<file path="config.mk">
export PLATFORM = sky130hd
export DESIGN_NAME = pmci_vdm_tx_seq
export DESIGN_NICKNAME = d
export VERILOG_FILES = /design/src/rtl/pmci_vdm_pkg.sv /design/src/rtl/pmci_vdm_csr_if.sv /design/src/rtl/pmci_vdm_tx_seq.sv
export SDC_FILE = /design/constraint.sdc
export NUM_CORES = 1
export LEC_CHECK = 0
export ABC_AREA = 1
export BUFFER_PORTS_ARGS = -buffer_cell sky130_fd_sc_hd__clkbuf_2
export CAP_MARGIN = 20
export CORE_UTILIZATION = 54
export CTS_BUF_LIST = sky130_fd_sc_hd__clkbuf_16
export CTS_CLUSTER_DIAMETER = 60
export DETAILED_ROUTE_END_ITERATION = 10
export GPL_TIMING_DRIVEN = 0
export HOLD_SLACK_MARGIN = 0.06
export PLACE_DENSITY = 0.85
export SETUP_SLACK_MARGIN = 0.15
export SYNTH_ARGS = -nofsm -noshare
export SYNTH_HDL_FRONTEND = slang
export SYNTH_SLANG_ARGS = --single-unit
</file>
<file path="constraint.sdc">
create_clock -name clk -period 3.7 [get_ports clk]
set_input_delay 0.37 -clock clk [delete_from_list [all_inputs] [get_ports clk]]
set_output_delay 0.37 -clock clk [all_outputs]
set_load 0.005 [all_outputs]
</file>
<file path="src/rtl/pmci_vdm_pkg.sv">
// Shared definitions for the PMCI VDM mailbox transmit sequencer:
// FCR field layout, sequencer states and error codes.
package pmci_vdm_pkg;

    localparam int FCR_BUSY    = 0;
    localparam int FCR_GO      = 0;
    localparam int FCR_SOM     = 1;
    localparam int FCR_EOM     = 2;
    localparam int FCR_SEQ_LSB = 8;
    localparam int FCR_CNT_LSB = 16;

    typedef enum logic [2:0] {
        IDLE,
        POLL_RD,
        DATA_WR,
        CMD_WR,
        DRAIN,
        FIN
    } vdm_state_e;

    localparam logic [1:0] ERR_NONE = 2'd0;
    localparam logic [1:0] ERR_LEN  = 2'd1;
    localparam logic [1:0] ERR_TMO  = 2'd2;

    function automatic logic [31:0] fcr_cmd(input logic som, input logic eom,
                                            input logic [1:0] seq, input logic [9:0] cnt);
        logic [31:0] w;
        w = '0;
        w[FCR_GO]              = 1'b1;
        w[FCR_SOM]             = som;
        w[FCR_EOM]             = eom;
        w[FCR_SEQ_LSB +: 2]    = seq;
        w[FCR_CNT_LSB +: 10]   = cnt;
        return w;
    endfunction

endpackage

</file>
<file path="src/rtl/pmci_vdm_csr_if.sv">
// Single-outstanding CSR master stage: registers a read or write request and
// holds strobe/address/data until the access is acknowledged.
module pmci_vdm_csr_if (
    input  logic        clk,
    input  logic        rst,
    input  logic        issue_wr,
    input  logic        issue_rd,
    input  logic [31:0] addr,
    input  logic [31:0] wdata,
    input  logic        csr_ack,
    output logic        csr_wr,
    output logic        csr_rd,
    output logic [31:0] csr_addr,
    output logic [31:0] csr_wdata,
    output logic        pending,
    output logic        acked
);

    assign pending = csr_wr | csr_rd;
    // An ack with no access in flight is ignored.
    assign acked   = pending & csr_ack;

    always_ff @(posedge clk) begin
        if (rst) begin
            csr_wr    <= 1'b0;
            csr_rd    <= 1'b0;
            csr_addr  <= '0;
            csr_wdata <= '0;
        end else if (issue_wr | issue_rd) begin
            csr_wr    <= issue_wr;
            csr_rd    <= issue_rd;
            csr_addr  <= addr;
            csr_wdata <= wdata;
        end else if (acked) begin
            csr_wr    <= 1'b0;
            csr_rd    <= 1'b0;
        end
    end

endmodule

</file>
<file path="src/rtl/pmci_vdm_tx_seq.sv">
// Sends one MCTP-over-VDM message through the PMCI mailbox as a sequence of
// packets: poll FCR busy, write payload to PDR, commit packet via FCR.
module pmci_vdm_tx_seq
    import pmci_vdm_pkg::*;
#(
    parameter int          DW_PER_PKT = 16,
    parameter int          MAX_PKTS   = 8,
    parameter logic [31:0] FCR_ADDR   = 32'h0008_2000,
    parameter logic [31:0] PDR_ADDR   = 32'h0008_2008,
    parameter int          POLL_LIMIT = 1024
) (
    input  logic        clk,
    input  logic        rst,
    input  logic        req_valid,
    output logic        req_ready,
    input  logic [9:0]  req_len_dw,
    input  logic        din_valid,
    output logic        din_ready,
    input  logic [31:0] din_data,
    output logic        csr_wr,
    output logic        csr_rd,
    output logic [31:0] csr_addr,
    output logic [31:0] csr_wdata,
    input  logic        csr_ack,
    input  logic [31:0] csr_rdata,
    output logic        done,
    output logic        err,
    output logic [1:0]  err_code
);

    localparam int PKW     = $clog2(DW_PER_PKT) + 1;
    localparam int PCW     = $clog2(POLL_LIMIT);
    localparam int MAX_LEN = DW_PER_PKT * MAX_PKTS;

    vdm_state_e     state;
    logic [9:0]     remaining;
    logic [9:0]     pkt_idx;
    logic [PKW-1:0] pkt_dw;
    logic [PKW-1:0] pkt_cnt;
    logic [PCW-1:0] poll_cnt;
    logic [1:0]     seq;

    logic           issue_wr, issue_rd;
    logic [31:0]    issue_addr, issue_wdata;
    logic           pending, acked;

    logic           accept, bad_len, fcr_busy, poll_last, din_fire;
    logic [PKW-1:0] pkt_size;
    logic           unused_rdata;

    assign unused_rdata = ^csr_rdata[31:1];

    assign req_ready = (state == IDLE);
    assign din_ready = ((state == DATA_WR) && !pending) || (state == DRAIN);
    assign accept    = req_valid & req_ready;
    assign din_fire  = din_valid & din_ready;
    assign bad_len   = (req_len_dw == 10'd0) || (int'(req_len_dw) > MAX_LEN);
    assign fcr_busy  = csr_rdata[FCR_BUSY];
    assign poll_last = (poll_cnt == PCW'(POLL_LIMIT - 1));
    assign pkt_size  = (int'(remaining) > DW_PER_PKT) ? PKW'(DW_PER_PKT) : PKW'(remaining);

    // Next access is launched in the cycle of the previous ack so the strobe
    // can stay high back-to-back.
    always_comb begin
        issue_wr    = 1'b0;
        issue_rd    = 1'b0;
        issue_addr  = FCR_ADDR;
        issue_wdata = '0;
        case (state)
            IDLE:    issue_rd = accept && !bad_len;
            POLL_RD: issue_rd = acked && fcr_busy && !poll_last;
            DATA_WR: begin
                if (din_fire) begin
                    issue_wr    = 1'b1;
                    issue_addr  = PDR_ADDR;
                    issue_wdata = din_data;
                end else if (acked && pkt_dw == PKW'(1)) begin
                    issue_wr    = 1'b1;
                    issue_wdata = fcr_cmd(pkt_idx == 10'd0, remaining == 10'd1,
                                          seq, 10'(pkt_cnt));
                end
            end
            CMD_WR:  issue_rd = acked && (remaining != 10'd0);
            default: ;
        endcase
    end

    always_ff @(posedge clk) begin
        if (rst) begin
            state     <= IDLE;
            remaining <= '0;
            pkt_idx   <= '0;
            pkt_dw    <= '0;
            pkt_cnt   <= '0;
            poll_cnt  <= '0;
            seq       <= '0;
            done      <= 1'b0;
            err       <= 1'b0;
            err_code  <= ERR_NONE;
        end else begin
            done <= 1'b0;
            err  <= 1'b0;
            case (state)
                IDLE: if (accept) begin
                    remaining <= req_len_dw;
                    pkt_idx   <= '0;
                    seq       <= '0;
                    poll_cnt  <= '0;
                    if (bad_len) begin
                        err_code <= ERR_LEN;
                        err      <= 1'b1;
                        state    <= FIN;
                    end else begin
                        err_code <= ERR_NONE;
                        state    <= POLL_RD;
                    end
                end
                POLL_RD: if (acked) begin
                    if (!fcr_busy) begin
                        poll_cnt <= '0;
                        pkt_dw   <= pkt_size;
                        pkt_cnt  <= pkt_size;
                        state    <= DATA_WR;
                    end else if (poll_last) begin
                        err_code <= ERR_TMO;
                        state    <= DRAIN;
                    end else begin
                        poll_cnt <= poll_cnt + PCW'(1);
                    end
                end
                DATA_WR: if (acked) begin
                    pkt_dw    <= pkt_dw - PKW'(1);
                    remaining <= remaining - 10'd1;
                    if (pkt_dw == PKW'(1)) state <= CMD_WR;
                end
                CMD_WR: if (acked) begin
                    seq     <= seq + 2'd1;
                    pkt_idx <= pkt_idx + 10'd1;
                    if (remaining == 10'd0) begin
                        done  <= 1'b1;
                        state <= FIN;
                    end else begin
                        state <= POLL_RD;
                    end
                end
                // Consume the rest of the message so the source FIFO stays aligned.
                DRAIN: if (din_fire) begin
                    remaining <= remaining - 10'd1;
                    if (remaining == 10'd1) begin
                        err   <= 1'b1;
                        state <= FIN;
                    end
                end
                FIN:     state <= IDLE;
                default: state <= IDLE;
            endcase
        end
    end

    pmci_vdm_csr_if u_csr (
        .clk       (clk),
        .rst       (rst),
        .issue_wr  (issue_wr),
        .issue_rd  (issue_rd),
        .addr      (issue_addr),
        .wdata     (issue_wdata),
        .csr_ack   (csr_ack),
        .csr_wr    (csr_wr),
        .csr_rd    (csr_rd),
        .csr_addr  (csr_addr),
        .csr_wdata (csr_wdata),
        .pending   (pending),
        .acked     (acked)
    );

endmodule
</file>
Word-level counts from Yosys, hierarchy flattened
Index checks and enable logic that the tools add are counted. Widths: inputs -> output; s select.

Register bits: 115. Output and inout bits: 72. Word-level logic and storage cells: 132.

$add $sub $neg: 5. $lt $le $gt $ge: 2. Equal/unequal tests: 19. Muxes and demuxes: 55. Bitwise gates (word level): 8. Reduce and logical (&&, ||, !) cells: 29.

Operators with widths (number): $mux 10 (8); $mux 32 (2); $pmux 10 s2 (2); $mux 3 (11); $logic_not 10->1 (3); $pmux 10 s3 (1); $mux 21 (1); $add 10x1->10 const B (2); $mux 5 (4); $pmux 3 s5 (1); $ne 2x2->1 const B (7); $mux 1 (12); $mux 2 (6); $reduce_and 4->1 (3); $eq 10x1->1 const B (1); $eq 10x10->1 const B (1); $gt 10x5->1 const B (1); $gt 10x8->1 const B (1); $pmux 5 s2 (1); $reduce_bool 10->1 (1); $sub 10x1->10 const B (1); $mux 4 (2); $pmux 2 s2 (2); $reduce_and 8->1 (1); 22 further kinds (43).

Logic depth before layout (Yosys ltp)
Depth after elaboration: 9. Mapped depth: 12. Depth with buffers taken out: 11.

Modules after synthesis
A second synthesis with hierarchy kept.

Cell total of the unflattened synthesis: 823. Area, all modules: 5536.6 µm².

Modules (own cells, without submodules): pmci_vdm_tx_seq (times used 1, cells an instance 534, area each 3233.1 µm², sequential area each 980.9 µm²); pmci_vdm_csr_if (times used 1, cells an instance 289, area each 2303.5 µm², sequential area each 1321.3 µm²).

Worst setup path before layout
OpenSTA, ideal clock, no wires.

Kind: register to register. Start: reg u_csr.csr_wr. End: reg u_csr.csr_wdata[16]. Setup time: 0.128 ns. Arrival: 1.431 ns. Required time: 3.572 ns. Slack: 2.141 ns. Stages on the path, launching flop included: 9. Clock period less this slack: 1.559 ns. Path through: dfxtp_1 > nor2_1 > nor2_1 > nand3_1 > nand2_2 > nor2_8 > buf_6 > a21oi_1 > nor2_1.

Longest elaborated chain between the ends: 8.

RTL lines: start: declaration (line pmci_vdm_csr_if.sv:11) `output logic csr_wr,`; start signal: assignment (line pmci_vdm_csr_if.sv:30) `csr_wr <= issue_wr;`; $or 1x1->1 * (line pmci_vdm_csr_if.sv:19) `assign pending = csr_wr | csr_rd;`; $logic_not 1->1 (line pmci_vdm_tx_seq.sv:54) `assign din_ready = ((state == DATA_WR) && !pending) || (state == DRAIN);`; $logic_and 1x1->1 (line pmci_vdm_tx_seq.sv:54); $logic_or 1x1->1 (line pmci_vdm_tx_seq.sv:54); $and 1x1->1 (line pmci_vdm_tx_seq.sv:56) `assign din_fire = din_valid & din_ready;`; $mux 1 (line pmci_vdm_tx_seq.sv:73) `if (din_fire) begin`; $mux 1 (line pmci_vdm_tx_seq.sv:69) `case (state)`; $or 1x1->1 (line pmci_vdm_csr_if.sv:29) `end else if (issue_wr | issue_rd) begin`; end signal: assignment (line pmci_vdm_csr_if.sv:33) `csr_wdata <= wdata;`; end: declaration (line pmci_vdm_csr_if.sv:14) `output logic [31:0] csr_wdata,`.

Mark *: on every way between the ends. The rest lies on a longest branch, timed or not. A chain may end at the register's enable or synchronous reset.

Worst setup path in the final report
Start: reg u_csr.csr_wr. End: reg u_csr.csr_wdata[19].

The elaborated chain is that of the path after synthesis.

==> metrics.cfg <==
[synthesis]
ys.flop_type = dfxtp_1
yosysSeqAreaShare_pct = 38.71
syn_area_mm2 = 0.004395
synthTopCellsByCount = nand2_1, dfxtp_1, a21oi_1
synth.most_common_cell = nand2_1
synthArstFlopShare_pct = 0
synth_seq_cells = 85
synth_edf_count = 0
synthDominantCellAreaShare_pct = 38.71
yosysTopAreaCell = dfxtp_1
syn-instance-count = 637
ys_top_cells_by_area = dfxtp_1, nand2_1, a21oi_1
yosysWarnings = 0
synth_cell_types = 36
avgSynthCellArea_um2 = 6.900

[place]
port_buffers = 89
place_congestion = 0.9202
dp_hpwl_um = 8436
placedCellCount = 856

[sta]
fin_crit_sh_pct = 55.08
finalSetupViolations = 0
fmax_ghz = 0.4907
rsz0062_at_grt = false
fin_setup_tns_ns = 0
worstMarginPinSlew_ns = 0.6030
max_slew_margin_pct = 59.80
hold_viol = 0
hold_ws_ns = 0.2521
fin_skew_ns = 0.008755
finalCriticalPeriod_ns = 2.038
maxSlewViolCount = 0

[detailed_routing]
drt_iter0_markers = 302
routed_wl_um = 11360
num_vias = 4491
viasPerCell = 5.150
wire_per_inst_um = 13.03
drc = 0
drt_first_pass_iters = 5
drtAntennaViolNets = 0

[die]
initial_utilization_pct = 56.30
die_y_um = 92.22
num_rows = 32
ios = 151
die_w_um = 92.22
coreArea_mm2 = 0.007807
die_area_mm2 = 0.008505

[final_layout]
multi_input_area_mm2 = 0.002192
layout-drive-gt1-share_pct = 22.60
fill_cells = 662
fin_util_pct = 68.61
antennaDiodeCount = 0
regArea_mm2 = 0.001702
area_growth_pct = 21.86
nets = 852
fin_cells = 872

[global_route]
grt_max_degree = 17
first_global_vias = 4204
grt_use_total_pct = 28.00
antenna_found_initial = 0
grt_pass1_wl_um = 19050
grt_overflow = 0

[job]
cap_violations = 0

[worst_setup_path]
path_delay_family = simple AND/OR/NAND/NOR gates
cpMostUsedCell = nor2_1
end_kind = register
crit_chain = nor2_1 -> nor2_1 -> nand3_1 -> nand2_2 -> nor2_8 -> buf_6 -> a21oi_1 -> nor2_1
critPathMaxStageDelay_ns = 0.42
crit_cells = 8
critPathSlowestCell = dfxtp_1
crit_arrival_ns = 2.25
critical_path_class = register to register
path_max_fanout = 10
critPathRequiredTime_ns = 3.91
rr_worst_depth = 8
crit_buf_inv = 1
critPathLaunchType = register

[cts]
htree_levels = 3
worstSkewPairLatency_ns = 0.35
cts_made_buffers = 9
cts_tree = done
cts-resized-gates = 0
clkSlewWorstSetupHoldPaths_ns = 0.07
clock_sinks = 85
clock_tree.root_cell = clkbuf_16
cts_buffer_depth = 2
postCtsSetupBuffers = 0
cts_hold_buf = 0

[status]
outcome = completed

[power_and_ir_drop]
finalPower_w = 0.003037
p_leak_nw = 2.488
powerDensity_mw_per_mm2 = 566.9
ir_worst_vdd_mv = 0.3562

[hold_path]
hold_depth = 3
hold_path_class = input pin to register

==> worst reg2reg max path, cell delays in order (launching register included) <==
cell and delay, ns:
dfxtp_1 0.42, nor2_1 0.09, nor2_1 0.32, nand3_1 0.38, nand2_2 0.28, nor2_8 0.09, buf_6 0.15, a21oi_1 0.13
nor2_1 0.06
==> kinds of logic (layout without fill, tap and decap cells) <==
| family | count (synthesis) | after routing | synth area share, % |
|---|---|---|---|
| other | 1 | 29 | 0.08532 |
| AO/OA/AOI/OAI | 140 | 140 | 16.88 |
| flip-flops | 85 | 85 | 38.71 |
| AND/OR/NAND/NOR | 274 | 274 | 27.04 |
| buffers and inverters | 123 | 228 | 13.81 |
| adder cells (fa/ha/maj) | 8 | 8 | 2.277 |
| XOR/XNOR | 6 | 6 | 1.196 |
==> layout by cell type, fill, tap and decap left out, drive strengths merged <==
cell type and count:
o31ai 2, buf 37, nor4 2, or2 2, o21ai 49, nand4 9, o22ai 2, clkinvlp 1
nor2 77, dfxtp 85, conb 29, o211ai 5, a21oi 76, xor2 5, inv 79, xnor2 1
nor3 12, a31oi 4, nand2 145, o21a 1, clkbuf 108, clkinv 3, a211oi 1, ha 8
nand3 27
==> state kept, by name, summed over array words and instances, names as in the netlist <==
name             count
u_csr.csr_wr         1
pkt_cnt              5
state                3
pkt_dw               5
poll_cnt            10
err                  1
u_csr.csr_wdata     32
pkt_idx             10
remaining           10
u_csr.csr_addr       2
seq                  2
done                 1
err_code             2
u_csr.csr_rd         1
==> final timing paths <==
kind	from	endpoint	slack, ns
worst max register to register	u_csr.csr_wr	u_csr.csr_wdata[19]	1.66
worst min register to register	err_code[1]	err_code[1]	0.45
worst max-delay path	u_csr.csr_wr	u_csr.csr_wdata[19]	1.66
worst min-delay path	din_data[25]	u_csr.csr_wdata[25]	0.25
==> metrics by stage <==
step	area (µm²)	setup WS [ns]
6_report	5356	1.662
5_1_grt	5356	1.531
4_1_cts	5356	1.696
3_5_place_dp	5074	1.660
3_3_place_gp	5074	1.709
2_1_floorplan	4501	2.141
==> power breakdown <==
group / internal (W) / total [W] / switching [W] / leakage [nW]
sequential: 0.00101 / 0.00110 / 0.0000904 / 0.689
clock: 0.000465 / 0.000868 / 0.000404 / 0.136
combinational: 0.000364 / 0.00107 / 0.000703 / 1.66
total: 0.00184 / 0.00304 / 0.00120 / 2.49
==> per-layer routing <==
layer,global-route usage (%),vias to the layer above,wire length [µm]
li1,-,2264,-
met1,34.90,2072,4892
met2,47.76,134,5701
met3,3.317,21,522
met4,13.67,0,242
met5,0,-,0
==> cell type report <==
| class | instances | area share (%) |
|---|---|---|
| clock buffers | 9 | 4.205 |
| flip-flops and latches | 85 | 31.77 |
| multi-input cells | 457 | 40.92 |
| repair buffers | 89 | 8.316 |
| inverters | 76 | 5.326 |
| plain buffers | 47 | 6.003 |
| clock inverters | 7 | 1.075 |
| well taps | 102 | 2.383 |
No activity file was read; power rests on OpenSTA's default activity.
